<file path="src/rtl/cpu_pkg.sv">
// Shared opcode encodings, FSM state type and opcode-class helpers for the
// parametrised accumulator CPU.
package cpu_pkg;

  localparam logic [3:0] OP_ADD  = 4'h0;
  localparam logic [3:0] OP_SUB  = 4'h1;
  localparam logic [3:0] OP_ADC  = 4'h2;
  localparam logic [3:0] OP_SBC  = 4'h3;
  localparam logic [3:0] OP_SWAB = 4'h4;
  localparam logic [3:0] OP_LDI  = 4'h5;
  localparam logic [3:0] OP_LD   = 4'h6;
  localparam logic [3:0] OP_LDX  = 4'h7;
  localparam logic [3:0] OP_ST   = 4'h8;
  localparam logic [3:0] OP_STX  = 4'h9;
  localparam logic [3:0] OP_SWAC = 4'hA;
  localparam logic [3:0] OP_JEQ  = 4'hB;
  localparam logic [3:0] OP_JMP  = 4'hC;
  localparam logic [3:0] OP_NOT  = 4'hD;
  localparam logic [3:0] OP_AND  = 4'hE;
  localparam logic [3:0] OP_OR   = 4'hF;

  typedef enum logic [1:0] {FETCH, OPERAND, EXEC, MEM} state_t;

  // Opcodes that carry an operand word after the opcode word.
  function automatic logic is_two_word(input logic [3:0] opcode);
    return ((opcode >= OP_LDI) && (opcode <= OP_STX)) ||
           (opcode == OP_JEQ) || (opcode == OP_JMP);
  endfunction

  // Opcodes that need a data-memory transaction after the operand.
  function automatic logic is_mem_op(input logic [3:0] opcode);
    return (opcode >= OP_LD) && (opcode <= OP_STX);
  endfunction

  function automatic logic is_store(input logic [3:0] opcode);
    return (opcode == OP_ST) || (opcode == OP_STX);
  endfunction

  function automatic logic is_indexed(input logic [3:0] opcode);
    return (opcode == OP_LDX) || (opcode == OP_STX);
  endfunction

endpackage

</file>
<file path="src/rtl/cpu_alu.sv">
// Combinational ALU: arithmetic with carry, bitwise ops. Opcodes it does not
// own pass A and CF through unchanged.
module cpu_alu
  import cpu_pkg::*;
#(
  parameter int DATA_W = 8
) (
  input  logic [3:0]        opcode,
  input  logic [DATA_W-1:0] a,
  input  logic [DATA_W-1:0] b,
  input  logic              cf,
  output logic [DATA_W-1:0] new_a,
  output logic              new_cf
);

  logic [DATA_W-1:0] b_op;
  logic              carry_in;
  logic [DATA_W:0]   sum;

  // One shared adder: subtracts invert B, carry-in selects ADD/SUB/ADC/SBC.
  always_comb begin
    b_op = ((opcode == OP_SUB) || (opcode == OP_SBC)) ? ~b : b;
    case (opcode)
      OP_SUB:         carry_in = 1'b1;
      OP_ADC, OP_SBC: carry_in = cf;
      default:        carry_in = 1'b0;
    endcase
    sum = {1'b0, a} + {1'b0, b_op} + {{DATA_W{1'b0}}, carry_in};
  end

  // Result select; CF only changes on the four arithmetic opcodes.
  always_comb begin
    new_a  = a;
    new_cf = cf;
    case (opcode)
      OP_ADD, OP_SUB, OP_ADC, OP_SBC: {new_cf, new_a} = sum;
      OP_NOT:  new_a = ~a;
      OP_AND:  new_a = a & b;
      OP_OR:   new_a = a | b;
      default: new_a = a;
    endcase
  end

endmodule

</file>
<file path="src/rtl/cpu_core.sv">
// Accumulator CPU core: FETCH/OPERAND/EXEC/MEM sequencer, register file,
// instruction pointer and registered req/ready bus master outputs.
module cpu_core
  import cpu_pkg::*;
#(
  parameter int DATA_W = 8,
  parameter int ADDR_W = 12
) (
  input  logic              clock,
  input  logic              reset_n,
  output logic [ADDR_W-1:0] busAddr,
  output logic [DATA_W-1:0] busWData,
  input  logic [DATA_W-1:0] busRData,
  output logic              busReq,
  output logic              busWrite,
  input  logic              busReady,
  output logic              sync
);

  localparam int T_W = 2*DATA_W - 4;

  state_t            state;
  logic [DATA_W-1:0] a, b, c, ir, opr;
  logic [ADDR_W-1:0] ip;
  logic              cf;

  logic [DATA_W-1:0] alu_a;
  logic              alu_cf;

  logic [3:0]        opcode, fetch_op;
  logic [T_W-1:0]    c_ext, tgt_bus, tgt_reg, eff_full;
  logic [ADDR_W-1:0] mem_addr, jump_addr, ip_inc, exec_ip;

  cpu_alu #(.DATA_W(DATA_W)) u_alu (
    .opcode (opcode),
    .a      (a),
    .b      (b),
    .cf     (cf),
    .new_a  (alu_a),
    .new_cf (alu_cf)
  );

  // Address arithmetic; the data address uses the operand arriving on the bus
  // so MEM can be requested on the same edge the operand completes.
  always_comb begin
    opcode    = ir[DATA_W-1:DATA_W-4];
    fetch_op  = busRData[DATA_W-1:DATA_W-4];
    c_ext     = {{(T_W-DATA_W){1'b0}}, c};
    tgt_bus   = {ir[DATA_W-5:0], busRData};
    tgt_reg   = {ir[DATA_W-5:0], opr};
    eff_full  = is_indexed(opcode) ? (tgt_bus + c_ext) : tgt_bus;
    mem_addr  = eff_full[ADDR_W-1:0];
    jump_addr = tgt_reg[ADDR_W-1:0];
    ip_inc    = ip + ADDR_W'(1);
    exec_ip   = ((opcode == OP_JMP) || ((opcode == OP_JEQ) && (a == b))) ? jump_addr : ip;
  end

  // Sequencer: every bus output is registered and everything holds while a request waits.
  always_ff @(posedge clock or negedge reset_n) begin
    if (!reset_n) begin
      state    <= FETCH;
      a        <= '0;
      b        <= '0;
      c        <= '0;
      ir       <= '0;
      opr      <= '0;
      ip       <= '0;
      cf       <= 1'b0;
      busAddr  <= '0;
      busWData <= '0;
      busReq   <= 1'b0;
      busWrite <= 1'b0;
      sync     <= 1'b0;
    end else begin
      case (state)
        FETCH: begin
          if (!busReq) begin
            busReq   <= 1'b1;
            busWrite <= 1'b0;
            sync     <= 1'b1;
            busAddr  <= ip;
          end else if (busReady) begin
            ir   <= busRData;
            ip   <= ip_inc;
            sync <= 1'b0;
            if (is_two_word(fetch_op)) begin
              state   <= OPERAND;
              busAddr <= ip_inc;
            end else begin
              state  <= EXEC;
              busReq <= 1'b0;
            end
          end
        end
        OPERAND: begin
          if (busReady) begin
            opr <= busRData;
            ip  <= ip_inc;
            if (is_mem_op(opcode)) begin
              state    <= MEM;
              busAddr  <= mem_addr;
              busWrite <= is_store(opcode);
              busWData <= is_store(opcode) ? a : '0;
            end else begin
              state  <= EXEC;
              busReq <= 1'b0;
            end
          end
        end
        EXEC: begin
          case (opcode)
            OP_SWAB: begin
              a <= b;
              b <= a;
            end
            OP_SWAC: begin
              a <= c;
              c <= a;
            end
            OP_LDI: a <= opr;
            OP_JEQ, OP_JMP: begin
            end
            default: begin
              a  <= alu_a;
              cf <= alu_cf;
            end
          endcase
          ip      <= exec_ip;
          busAddr <= exec_ip;
          busReq  <= 1'b1;
          sync    <= 1'b1;
          state   <= FETCH;
        end
        MEM: begin
          if (busReady) begin
            if (!busWrite) a <= busRData;
            busWrite <= 1'b0;
            busWData <= '0;
            busAddr  <= ip;
            sync     <= 1'b1;
            state    <= FETCH;
          end
        end
        default: state <= FETCH;
      endcase
    end
  end

endmodule
</file>
<file path="config.mk">
export PLATFORM = sky130hd
export DESIGN_NAME = cpu_core
export DESIGN_NICKNAME = d
export VERILOG_FILES = /design/src/rtl/cpu_pkg.sv /design/src/rtl/cpu_alu.sv /design/src/rtl/cpu_core.sv
export SDC_FILE = /design/constraint.sdc
export NUM_CORES = 1
export LEC_CHECK = 0
export ABC_AREA = 0
export CORE_ASPECT_RATIO = 1.25
export CORE_MARGIN = 1
export CORE_UTILIZATION = 40
export CTS_CLUSTER_DIAMETER = 120
export DETAILED_ROUTE_END_ITERATION = 7
export PLACE_DENSITY_LB_ADDON = 0.12
export SYNTH_ARGS = -nofsm -noshare
export SYNTH_HDL_FRONTEND = slang
export SYNTH_HIERARCHICAL = 1
export SYNTH_SLANG_ARGS = --single-unit
</file>
<file path="constraint.sdc">
create_clock -name clock -period 5 [get_ports clock]
set_input_delay 0.75 -clock clock [delete_from_list [all_inputs] [get_ports clock]]
set_output_delay 0.75 -clock clock [all_outputs]
set_load 0.01 [all_outputs]
</file>
Word-level counts from Yosys, hierarchy flattened:

Index checks and enable logic that the tools add are counted.

* bits of input ports: 11
* logic and storage cells: 136
* bits in registers: 78

* reductions and logical operators: 33
* muxes and demuxes: 45
* $lt $le $gt $ge: 4
* equality and inequality tests: 32
* $add $sub $neg: 4
* bitwise operators: 5

Operator list (count)
* 12-bit two-way mux: 10
* 8-bit one-hot mux with 4 select lines: 2
* 8-bit two-way mux: 7
* 12-bit one-hot mux with 4 select lines: 1
* 4-bit equality test (second input constant): 10
* 12-bit one-hot mux with 3 select lines: 1
* 8-bit one-hot mux with 2 select lines: 2
* 2-bit inequality test (second input constant): 9
* 8-bit inverter: 2
* 5-bit AND reduction: 3
* 12-bit by 1-bit adder with 12-bit output (second input constant): 1
* 12-bit by 8-bit adder with 12-bit output: 1
* 4-bit by 3-bit equality test with 1-bit output (second input constant): 3
* 1-bit two-way mux: 12
* 3-bit AND reduction: 4
* 2-bit two-way mux: 5
* 8-bit by 8-bit adder with 9-bit output: 1
* 9-bit by 1-bit adder with 9-bit output: 1
* 1-bit one-hot mux with 3 select lines: 3
* 3-bit nonzero test: 3
* 8-bit bitwise AND: 1
* 4-bit by 2-bit equality test with 1-bit output (second input constant): 2
* 8-bit equality test: 1
* 4-bit by 3-bit greater-or-equal comparator with 1-bit output (second input constant): 2
* other kinds (20): 36

Longest topological paths before layout:

* depth in word-level cells: 8
* depth in mapped cells: 15
* gate-level depth less buffers: 13

By module:

The synthesis kept the hierarchy.

By module, submodules not included
* cpu_core: times used 1, cells each 567, area each 5210.0 sq um
* cpu_alu: times used 1, cells each 125, area each 852.1 sq um

Least setup slack after synthesis:

OpenSTA, ideal clock, no wires.

* kind: flip-flop to flip-flop
* from: register ir[7]
* to: register a[6]
* period minus slack after synthesis: 3.446 ns
* cell stages (with the launch flop): 16
* path buffers: 2
* data required time: 4.867 ns
* path slack: 1.554 ns
* arrival: 3.313 ns
* path through: dfrtp_1 > buf_2 > nor2_4 > and2_1 > buf_4 > xnor2_1 > fa_1 > fa_1 > a211oi_1 > o21bai_1 > a21oi_2 > xor2_1 > a21oi_1 > a221o_1 > mux2i_1 > o21ai_0

* longest elaborated chain between the ends: 8

Ends and longest elaborated chain
* from (decl): RTL line cpu_core.sv:23 `logic [DATA_W-1:0] a, b, c, ir, opr;`
* from (signal assigned): RTL line cpu_core.sv:83 `ir <= busRData;`
* 4-bit by 1-bit equality test with 1-bit output or 4-bit by 2-bit equality test with 1-bit output (tied branches): RTL line cpu_alu.sv:22, cpu_alu.sv:23, cpu_alu.sv:35
* 1-bit logical OR: RTL line cpu_alu.sv:22 `b_op = ((opcode == OP_SUB) || (opcode == OP_SBC)) ? ~b : b;`
* 8-bit two-way mux: RTL line cpu_alu.sv:22
* 8-bit by 8-bit adder with 9-bit output: RTL line cpu_alu.sv:28 `sum = {1'b0, a} + {1'b0, b_op} + {{DATA_W{1'b0}}, carry_in};`
* 9-bit by 1-bit adder with 9-bit output: RTL line cpu_alu.sv:28
* 8-bit one-hot mux with 4 select lines *: RTL line cpu_alu.sv:35 `case (opcode)`
* named net alu_a[6]: RTL line cpu_core.sv:27 `logic [DATA_W-1:0] alu_a;`
* 8-bit one-hot mux with 4 select lines *: RTL line cpu_core.sv:111 `case (opcode)`
* 8-bit one-hot mux with 2 select lines *: RTL line cpu_core.sv:75 `case (state)`
* to (signal assigned): RTL line cpu_core.sv:120 `OP_LDI: a <= opr;`
* to (signal assigned): RTL line cpu_core.sv:124 `a <= alu_a;`
* to (signal assigned): RTL line cpu_core.sv:136 `if (!busWrite) a <= busRData;`
* to (decl): RTL line cpu_core.sv:23

The timed path passes the listed nets; every way through them passes the cells marked *.
A chain may end at the register's enable or synchronous reset.

Worst setup path in the final report:

Same ends and word-level chain as after synthesis.

==> impl_metrics.toml <==
[finish]
fin_area_mm2 = 0.006807
area_growth_pct = 12.28
fill_cells = 1438
n_antenna_cell = 0
drive_above_1_share = 0.1166
multi_input_area_mm2 = 0.003820
final_net_count = 732
finish.utilization = 0.4665
regArea_mm2 = 0.001952

[worst_setup_path]
crit_chain = "buf_4, nor2_4, and2_1, xnor2_1, fa_1, fa_1, a211oi_1, o21bai_1, a21oi_2, xor2_1, a21oi_1, a221o_1, mux2i_1, o21ai_0"
crit_top_cell = "fa_1"
critPathRequiredTime_ns = 5.19
crit_arrival_ns = 4.16
end_kind = "register"
slowest_stage = "fa_1"
cp_slowest_stage_delay_ns = 0.48
crit_path_start_kind = "register"
crit_fanout = 27
path_class = "reg2reg"

[yosys]
synth_edf_count = 0
syn_inst = 692
syn_area_per_cell_um2 = 8.760
ys_async_sr_fraction = 1.000
ys_seq_area_frac = 0.3220
synth_nets = 726
synth-seq-cells = 78
synth.distinct_cells = 81
yosys_warnings = 6
netlist_area_mm2 = 0.006062
ys.flop_type = "dfrtp_1"

[timing]
skew_ns = 0.005734
whs_ns = 0.3325
tightestPinTransition_ns = 1.188
fin_crit_ns = 3.965
finalCritPeriodShare = 0.7930
relSlewSlack = 0.2029
drv_slew = 0
fmax_ghz = 0.2522
setup_ws_ns = 1.035
rsz0062_at_grt = "no"
final-hold-violation-count = 0
tns_ns = 0
setup_viol = 0

[detailed_routing]
met2RoutedLength_mm = 9.330
drt-total-wl_mm = 18.87
maxUsedRoutingLayer = "met4"
drt_first_pass_iters = 8
ant_nets = 0
vias = 5458
viasPerCell = 6.195
wl_per_cell_um = 21.42
wl_met3_mm = 1.018
wl_met1_mm = 7.800
drc = 2
initialDrtViolationCount = 396

[clock_tree]
clockBufferDepth = 2
numCtsBuffers = 9
insertion_delay_ns = 0.36
path_clk_slew_ns = 0.06
cts_tree = "built"
clock-root-buffer = "clkbuf_16"
cts.htree.levels = 3
postCtsHoldBufs = 0
cts.sinks = 78
cts_setup_buffers = 0
cts.repair.resized = 0

[placed_design]
dp_hpwl_mm = 13.60
portBuffers = 33
place_ws_ns = 1.077
placed_area_mm2 = 0.006457
place_congestion = 0.8881

[floorplanning]
ioPinCount = 34
start_util = 0.4155
core_mm2 = 0.01459
die_area_mm2 = 0.01565
die_h_um = 139.6
die_x_um = 112.1
fp-row-count = 49

[run]
cap_violations = 0

[global_routing]
grt_max_degree = 47
grt_pass1_vias = 5313
grt_overflow = 0
grt_pass1_wl_mm = 30.04
antenna_found_initial = 0
grt_usage = 0.2497

[pwr]
powerDensity_mw_per_mm2 = 767.2
leakage_uw = 0.002797
peakVddDrop_v = 0.0003317

[run_status]
status = "finished with violations"
violations = "DRC"

[worst_hold_path]
worstHoldPathType = "in2async"
-- state kept, by name, summed over array words and instances, names as in the netlist --
register and flops:
busAddr 12, ip 12, a 8, b 8, busWData 8, c 8
ir 8, opr 8, state 2, busReq 1, busWrite 1, cf 1
sync 1
-- power by group --
part / switching (uW) / leakage, uW / internal, uW
combinational: 1760 / 0.00164 / 1310
clock: 283 / 0.000166 / 502
sequential: 468 / 0.000993 / 907
-- logic make-up after synthesis --
logic type,Yosys count,share of synthesized area
adders and majority gates,24,0.05284
buffers and inverters,66,0.04788
DFF,78,0.3220
AOI/OAI and AO/OA,231,0.2504
and+or+nand+nor,192,0.1600
muxes,62,0.1106
xor gates and xnor gates,39,0.05635
-- per-layer routing --
layer  GRT usage  vias to the layer above
li1            -                     2568
met1      0.3088                     2647
met5           0                        -
met2      0.4214                      195
met3     0.04355                       48
met4      0.1186                        0
-- metrics by stage --
| stage | std cells | total power (uW) |
|---|---|---|
| floorplan | 692 | 3504 |
| global placement | 865 | 4347 |
| detailed placement | 865 | 4394 |
| CTS | 881 | 5196 |
| global route | 881 | 5590 |
| finish | 881 | 5222 |
-- cell usage in the layout (no fill, tap or decap), types with 7 or more instances in the layout --
master and instances:
a31oi_1 11, xnor2_1 24, mux2_2 39, xor2_1 15, nand2_1 63, nand3_1 21
o21ai_1 9, clkdlybuf4s50_1 32, clkbuf_16 9, nor2_1 45, nor3_1 9, o22ai_1 10
buf_4 9, o22a_1 7, nand4_1 12, ha_1 20, inv_1 20, mux2i_1 22
o21ai_0 53, a221o_1 8, a21o_1 7, a21oi_1 59, dfrtp_1 78, a211oi_1 10
-- synth_stat cells, types with 8 or more instances --
cell type	number	share of area
a211oi_1	10	0.012
a21oi_1	59	0.049
a221o_1	8	0.013
a31oi_1	11	0.011
buf_2	11	0.0091
clkbuf_1	25	0.015
dfrtp_1	78	0.32
ha_1	20	0.041
inv_1	20	0.012
mux2_2	39	0.072
mux2i_1	22	0.036
nand2_1	63	0.039
nand3_1	21	0.017
nand4_1	12	0.012
nor2_1	45	0.028
nor3_1	9	0.0074
o21ai_0	53	0.044
o21ai_1	9	0.0074
o22ai_1	10	0.010
xnor2_1	24	0.035
xor2_1	15	0.022
-- final cells by class --
class	instances	area share
tap	178	0.03272
clock buffer	11	0.03566
inverter	20	0.01103
clock inverter	5	0.01562
sequential	78	0.2868
timing repair buffer	41	0.05699
multi-input combinational	548	0.5612
-- critical path: cells and delay by family (launching register included) --
| kind | cells | cell delay [ns] |
|---|---|---|
| xor gates and xnor gates | 2 | 0.32 |
| and+or+nand+nor | 2 | 0.70 |
| adders and majority gates | 2 | 0.92 |
| muxes | 1 | 0.11 |
| buffers and inverters | 1 | 0.23 |
| AOI/OAI and AO/OA | 6 | 1.13 |
| DFF | 1 | 0.37 |
-- final timing paths --
kind | from | end | slack [ns] | cells after the start
setup / recovery | ir[7] | a[6] | 1.04 | 14
hold / removal | reset_n | state[0] | 0.33 | 1
setup reg to reg | ir[7] | a[6] | 1.04 | 14
hold reg to reg | busAddr[3] | busAddr[3] | 0.48 | 2
max in group asynchronous | reset_n | ip[0] | 3.68 | 2
min in group clock | busAddr[3] | busAddr[3] | 0.48 | 2
No activity file was read; power rests on OpenSTA's default activity.
